File: src/rtl/pe_pkg.sv
// Shared types and default sizing for the row-convolution processing element.
package pe_pkg;

  // Controller phases: accept beats, multiply-accumulate, then hand results out.
  typedef enum logic [1:0] {
    IDLE  = 2'd0,
    LOAD  = 2'd1,
    CONV  = 2'd2,
    DRAIN = 2'd3
  } state_t;

  localparam int DEF_DATA_W   = 32;
  localparam int DEF_FILT_LEN = 3;
  localparam int DEF_IMAP_LEN = 5;

  // Width of an index into an array of n entries (at least one bit).
  function automatic int idx_w(input int n);
    return (n > 1) ? $clog2(n) : 1;
  endfunction

endpackage

File: src/rtl/pe_mac.sv
// Combinational multiply-accumulate: sum = acc + a*b, wrapped to DATA_W bits.
module pe_mac #(
  parameter int DATA_W = 32
) (
  input  logic [DATA_W-1:0] acc,
  input  logic [DATA_W-1:0] a,
  input  logic [DATA_W-1:0] b,
  output logic [DATA_W-1:0] sum
);

  // All operands and the result share DATA_W, so the product and the sum
  // are both evaluated modulo 2^DATA_W.
  assign sum = acc + a * b;

endmodule

File: src/rtl/pe_row_conv.sv
// One-row 1-D convolution PE: loads weights/imap/psum over a beat stream,
// runs one MAC per cycle, then streams OUT_LEN results out with backpressure.
module pe_row_conv
  import pe_pkg::*;
#(
  parameter int DATA_W   = DEF_DATA_W,
  parameter int FILT_LEN = DEF_FILT_LEN,
  parameter int IMAP_LEN = DEF_IMAP_LEN
) (
  input  logic              clk,
  input  logic              rst,
  input  logic              in_valid,
  output logic              in_ready,
  input  logic              in_keep_w,
  input  logic [DATA_W-1:0] in_weight,
  input  logic [DATA_W-1:0] in_imap,
  input  logic [DATA_W-1:0] in_psum,
  output logic              out_valid,
  input  logic              out_ready,
  output logic [DATA_W-1:0] out_psum,
  output logic              done
);

  localparam int OUT_LEN = IMAP_LEN - FILT_LEN + 1;
  localparam int IW      = idx_w(IMAP_LEN);
  localparam int FW      = idx_w(FILT_LEN);
  localparam int OW      = idx_w(OUT_LEN);

  localparam logic [IW-1:0] LAST_BEAT = IW'(IMAP_LEN - 1);
  localparam logic [FW-1:0] LAST_TAP  = FW'(FILT_LEN - 1);
  localparam logic [OW-1:0] LAST_OUT  = OW'(OUT_LEN - 1);

  state_t state, next_state;

  logic [DATA_W-1:0] weight_mem [FILT_LEN];
  logic [DATA_W-1:0] imap_mem   [IMAP_LEN];
  logic [DATA_W-1:0] psum_mem   [OUT_LEN];

  logic [IW-1:0] beat_cnt;
  logic [FW-1:0] tap_cnt;
  logic [OW-1:0] out_idx;
  logic [OW-1:0] drain_idx;
  logic          keep_r;
  logic          weights_loaded;

  logic              beat;
  logic              keep_now;
  logic              last_beat;
  logic              tap_last;
  logic              conv_last;
  logic              drain_fire;
  logic              drain_last;
  logic [IW-1:0]     imap_idx;
  logic [DATA_W-1:0] mac_sum;

  // Handshake and sequencing terms derived from state only, so the output
  // decode below never feeds back into itself.
  assign beat       = in_valid & ((state == IDLE) | (state == LOAD));
  assign last_beat  = (beat_cnt == LAST_BEAT);
  assign tap_last   = (tap_cnt == LAST_TAP);
  assign conv_last  = (state == CONV) & tap_last & (out_idx == LAST_OUT);
  assign drain_fire = (state == DRAIN) & out_ready;
  assign drain_last = (drain_idx == LAST_OUT);
  assign imap_idx   = IW'(out_idx) + IW'(tap_cnt);

  // Keep mode is decided on beat 0 and held for the rest of the job.
  assign keep_now = (beat_cnt == '0) ? (in_keep_w & weights_loaded) : keep_r;

  pe_mac #(
    .DATA_W(DATA_W)
  ) u_mac (
    .acc(psum_mem[out_idx]),
    .a  (weight_mem[tap_cnt]),
    .b  (imap_mem[imap_idx]),
    .sum(mac_sum)
  );

  // State register.
  // NOTE: sequential state is updated with non-blocking assignments so every
  // flop samples pre-edge values regardless of block ordering.
  always_ff @(posedge clk or posedge rst) begin
    if (rst) begin
      state <= IDLE;
    end else begin
      state <= next_state;
    end
  end

  // Next-state and output decode.
  // NOTE: every signal written here gets a default first, otherwise a path
  // that skips the assignment would infer a latch.
  always_comb begin
    next_state = state;
    in_ready   = 1'b0;
    out_valid  = 1'b0;
    out_psum   = '0;
    case (state)
      IDLE: begin
        in_ready = 1'b1;
        if (beat) next_state = last_beat ? CONV : LOAD;
      end
      LOAD: begin
        in_ready = 1'b1;
        if (beat && last_beat) next_state = CONV;
      end
      CONV: begin
        if (conv_last) next_state = DRAIN;
      end
      DRAIN: begin
        out_valid = 1'b1;
        out_psum  = psum_mem[drain_idx];
        if (drain_fire && drain_last) next_state = IDLE;
      end
      default: next_state = IDLE;
    endcase
  end

  // Beat capture, in-place accumulation, counters and the done pulse.
  // NOTE: the storage arrays are reset explicitly so an abandoned job leaves
  // nothing behind; this keeps them in flops rather than RAM macros.
  always_ff @(posedge clk or posedge rst) begin
    if (rst) begin
      beat_cnt       <= '0;
      tap_cnt        <= '0;
      out_idx        <= '0;
      drain_idx      <= '0;
      keep_r         <= 1'b0;
      weights_loaded <= 1'b0;
      done           <= 1'b0;
      for (int i = 0; i < FILT_LEN; i++) weight_mem[i] <= '0;
      for (int i = 0; i < IMAP_LEN; i++) imap_mem[i]   <= '0;
      for (int i = 0; i < OUT_LEN; i++)  psum_mem[i]   <= '0;
    end else begin
      done <= drain_fire & drain_last;

      if (beat) begin
        imap_mem[beat_cnt] <= in_imap;
        if (int'(beat_cnt) < OUT_LEN) psum_mem[beat_cnt[OW-1:0]] <= in_psum;
        if ((int'(beat_cnt) < FILT_LEN) && !keep_now)
          weight_mem[beat_cnt[FW-1:0]] <= in_weight;
        if (beat_cnt == '0) keep_r <= keep_now;
        if (last_beat) begin
          beat_cnt <= '0;
          if (!keep_now) weights_loaded <= 1'b1;
        end else begin
          beat_cnt <= beat_cnt + 1'b1;
        end
      end

      if (state == CONV) begin
        psum_mem[out_idx] <= mac_sum;
        if (tap_last) begin
          tap_cnt <= '0;
          out_idx <= conv_last ? '0 : out_idx + 1'b1;
        end else begin
          tap_cnt <= tap_cnt + 1'b1;
        end
      end

      if (drain_fire) drain_idx <= drain_last ? '0 : drain_idx + 1'b1;
    end
  end

endmodule
File: config.mk
export PLATFORM = sky130hd
export DESIGN_NAME = pe_row_conv
export DESIGN_NICKNAME = d
export VERILOG_FILES = /design/src/rtl/pe_pkg.sv /design/src/rtl/pe_mac.sv /design/src/rtl/pe_row_conv.sv
export SDC_FILE = /design/constraint.sdc
export NUM_CORES = 2
export LEC_CHECK = 0
export BUFFER_PORTS_ARGS = -buffer_cell sky130_fd_sc_hd__buf_4
export CORE_UTILIZATION = 44
export CTS_BUF_LIST = sky130_fd_sc_hd__clkbuf_8 sky130_fd_sc_hd__clkbuf_16
export DETAILED_ROUTE_END_ITERATION = 8
export GPL_TIMING_DRIVEN = 0
export SLEW_MARGIN = 25
export SYNTH_ARGS = -nofsm -noshare
export SYNTH_HDL_FRONTEND = slang
export SYNTH_SLANG_ARGS = --single-unit
File: constraint.sdc
create_clock -name clk -period 15.6 [get_ports clk]
set_clock_uncertainty 0.1 [all_clocks]
set_input_delay 0.78 -clock clk [delete_from_list [all_inputs] [get_ports clk]]
set_output_delay 0.78 -clock clk [all_outputs]
set_load 0.05 [all_outputs]
==> summary.md <==
| Metric | Value |
|---|---|
| Most frequent cells in the layout | `inv_1, nor2_1, fa_1` |
| Worst Hold Class | `in -> async` |
| Global-route wire length before repair | `between 150000 and 200000 um` |
| PortBufs | `135` |
| Final antenna-violating net count | `0` |
| Number of iterations in the first detailed-routing pass | `5` |
| Worst Path Required | `15.92 ns` |
| Final nets | `4342` |
| Chip height | `282 um` |
| CTS root buffer | `clkbuf_16` |
| Grt total ovfl | `0` |
| CTS buffer count | `42` |
| Max incr delay on CP | `between 0.8 and 0.9 ns` |
| Run status | `complete, no violations` |
| Slew margin rel. | `0.217` |
| Placeable Area | `77600 um2` |
| Post-cts sizing count | `0` |
| Cell mode on critical path | `fa_1` |
| Most common cell after layout, fill and taps aside | `inv_1` |
| Net Count, Synth | `4151` |
| Largest family of logic cells by synthesized area | `adder cells` |
| H-tree depth | `2` |
| Antenna diodes | `0` |
| # DRC | `0` |
| Die width | `between 200 and 300 um` |
| Clock Sinks | `366` |
| Share of layout cells above drive strength 1 | `0.161` |
| Cell area after synthesis | `34600 um2` |
| Post-synth cell types | `71` |
| IO Pins | `136` |
| Peak Freq | `0.0767 GHz` |
| Fillers | `7431` |
| CTS tree | `yes` |
| Simple-Gate Fraction of Synth Area | `0.108` |
| Yosys reg bits | `366` |
| Clk Latency, worst-skew pair | `0.58 ns` |
| # Post-CTS Setup Buffers | `0` |
| Vias | `25900` |
| Slew @ Worst Pin | `1.17 ns` |
| WP data arrival | `13.36 ns` |
| Initial Utilization | `0.446` |
| Clk slew on worst S/H paths | `around 0.060 ns` |
| EDFF count, synth | `0` |
| Worst setup EP type | `register` |
| Kind of critical path | `reg -> reg` |
| Longest Clk Path Bufs | `3` |
| Final setup vio count | `0` |
| Synth Area in Compound Gates | `0.0699` |
| Minimum clock period | `13.04 ns` |
| Via/cell ratio | `approximately 5.5` |
| Synth warn | `0` |
| CP Launch Type | `register` |
| Post-synthesis mux area share | `0.154` |
| Crit path max fanout | `10` |
| Final hold vios | `0` |
| Final slew viol count | `0` |
| Dominant synthesized flop cell | `dfrtp_1` |
| Core Rows | `102` |
| Area Overhead vs Synth | `11.3%` |
| Wire length per cell | `between 20 and 25 um` |
| Hold slack | `0.0360 ns` |
| Final GP Congestion | `0.968` |
| Critical-path top delay cell | `o22ai_1` |
| Post-synth ARST share | `1.00` |
| Post-Synth XOR/XNOR Area | `0.0224` |
| CTS hold repair buffers | `0` |
| Max-Cap Viols | `0` |
| Largest net degree at the start of global routing | `99` |
| Vias in the first global route | `26200` |
| Final worst path period share | `0.836` |
| Initial DRC Count | `approximately 1800` |
| WL final | `roughly 110000 um` |
| Sequential area share after synthesis | `0.265` |
| HPWL after DPL | `85300 um` |
| Antenna violations before repair | `1` |
| Total GRT Usage | `0.282` |
| Adder-Cell Fraction of Synth Area | `0.302` |
| Avg Cell Area, Syn | `9.95 um2` |
| Post-Syn Instances | `3478` |
| RSZ-0062 raised after global routing | `no` |
| DIE AREA | `79800 um2` |
## cells by family after synthesis
group	after synthesis
adder cells (fa/ha/maj)	572
flip-flops	366
buffers and inverters	692
XOR/XNOR	80
AND/OR/NAND/NOR	888
multiplexers	495
AO/OA/AOI/OAI	385
## worst max-delay path: cells and delay by family, from the launching register on
kind | cells | cell delay (ns)
flops | 1 | 0.46
fa+ha+maj | 10 | 4.99
simple gates | 3 | 0.68
xor+xnor | 1 | 0.31
compound gates | 10 | 2.79
buf+inv | 17 | 3.47
## synthesized netlist by cell type, types with 16 or more instances
master / n / area [um2]
o21ai_0: 73 / 365
dfrtp_1: 366 / 9160
clkbuf_1: 124 / 465
mux2_2: 303 / 3410
nand2b_1: 68 / 425
nand2_1: 240 / 901
buf_1: 25 / 93.8
nor2_1: 475 / 1780
mux2i_1: 191 / 1910
a21oi_1: 163 / 816
inv_1: 507 / 1900
fa_1: 439 / 8790
nand3_1: 27 / 135
a22oi_1: 25 / 188
xnor2_1: 58 / 508
xor2_1: 16 / 140
a21o_1: 32 / 240
ha_1: 133 / 1660
and2_1: 16 / 100
nor3_1: 16 / 80.1
## layout make-up
type                    count  area, um2  share of cell area
well taps                1040       1300              0.0338
flip-flops and latches    366       9160               0.238
inverters                 508       1910              0.0497
clock inverters            26        178             0.00461
clock buffers              50       1160              0.0301
repair buffers            147       1190              0.0309
plain buffers             184        825              0.0214
multi-input cells        2420      22800               0.592
## metrics by stage
| stage | setup WS [ns] | instances | util | instance area [um2] | setup TNS, ns |
|---|---|---|---|---|---|
| finish | 2.56 | 4741 | 0.497 | 38500 | 0 |
| global route | 1.97 | 4741 | 0.497 | 38500 | 0 |
| CTS | 2.73 | 4740 | 0.496 | 38500 | 0 |
| detailed placement | 2.75 | 4664 | 0.479 | 37200 | 0 |
| global placement | -0.102 | 4653 | 0.476 | 36900 | -10.89 |
| floorplan | 4.56 | 3478 | - | 34600 | 0 |
## state kept, by name (all words and copies together), names as in the netlist
| signal | count |
|---|---|
| beat_cnt | 3 |
| done | 1 |
| drain_idx | 2 |
| imap_mem | 160 |
| keep_r | 1 |
| out_idx | 2 |
| psum_mem | 96 |
| state | 2 |
| tap_cnt | 2 |
| weight_mem | 96 |
| weights_loaded | 1 |
## routing by layer
metal,track usage,wire length [um],part of all wire
met1,0.378,45600,0.42
met2,0.448,50600,0.46
met3,0.0508,7920,0.073
met4,0.118,5110,0.047
met5,0,13,0.00012
## path summary, 6_finish.rpt
| check | endpoint | cells after the start | slack [ns] | start |
|---|---|---|---|---|
| max | psum_mem[95]$_DFF_PP0_ | 41 | 2.56 | tap_cnt[1]$_DFFE_PP0P_ |
| min | done$_DFF_PP0_ | 2 | 0.04 | rst |
| max reg2reg | psum_mem[95]$_DFF_PP0_ | 41 | 2.56 | tap_cnt[1]$_DFFE_PP0P_ |
| min reg2reg | weights_loaded$_DFFE_PP0P_ | 1 | 0.37 | weights_loaded$_DFFE_PP0P_ |
| max in group asynchronous | weight_mem[76]$_DFFE_PP0P_ | 4 | 14.15 | rst |
| min in group clk | weight_mem[54]$_DFFE_PP0P_ | 2 | 0.35 | in_weight[22] |
Power is left out: the tool's default activity adds up to more than one toggle a clock period on the data nets, which glitch-free logic cannot reach.
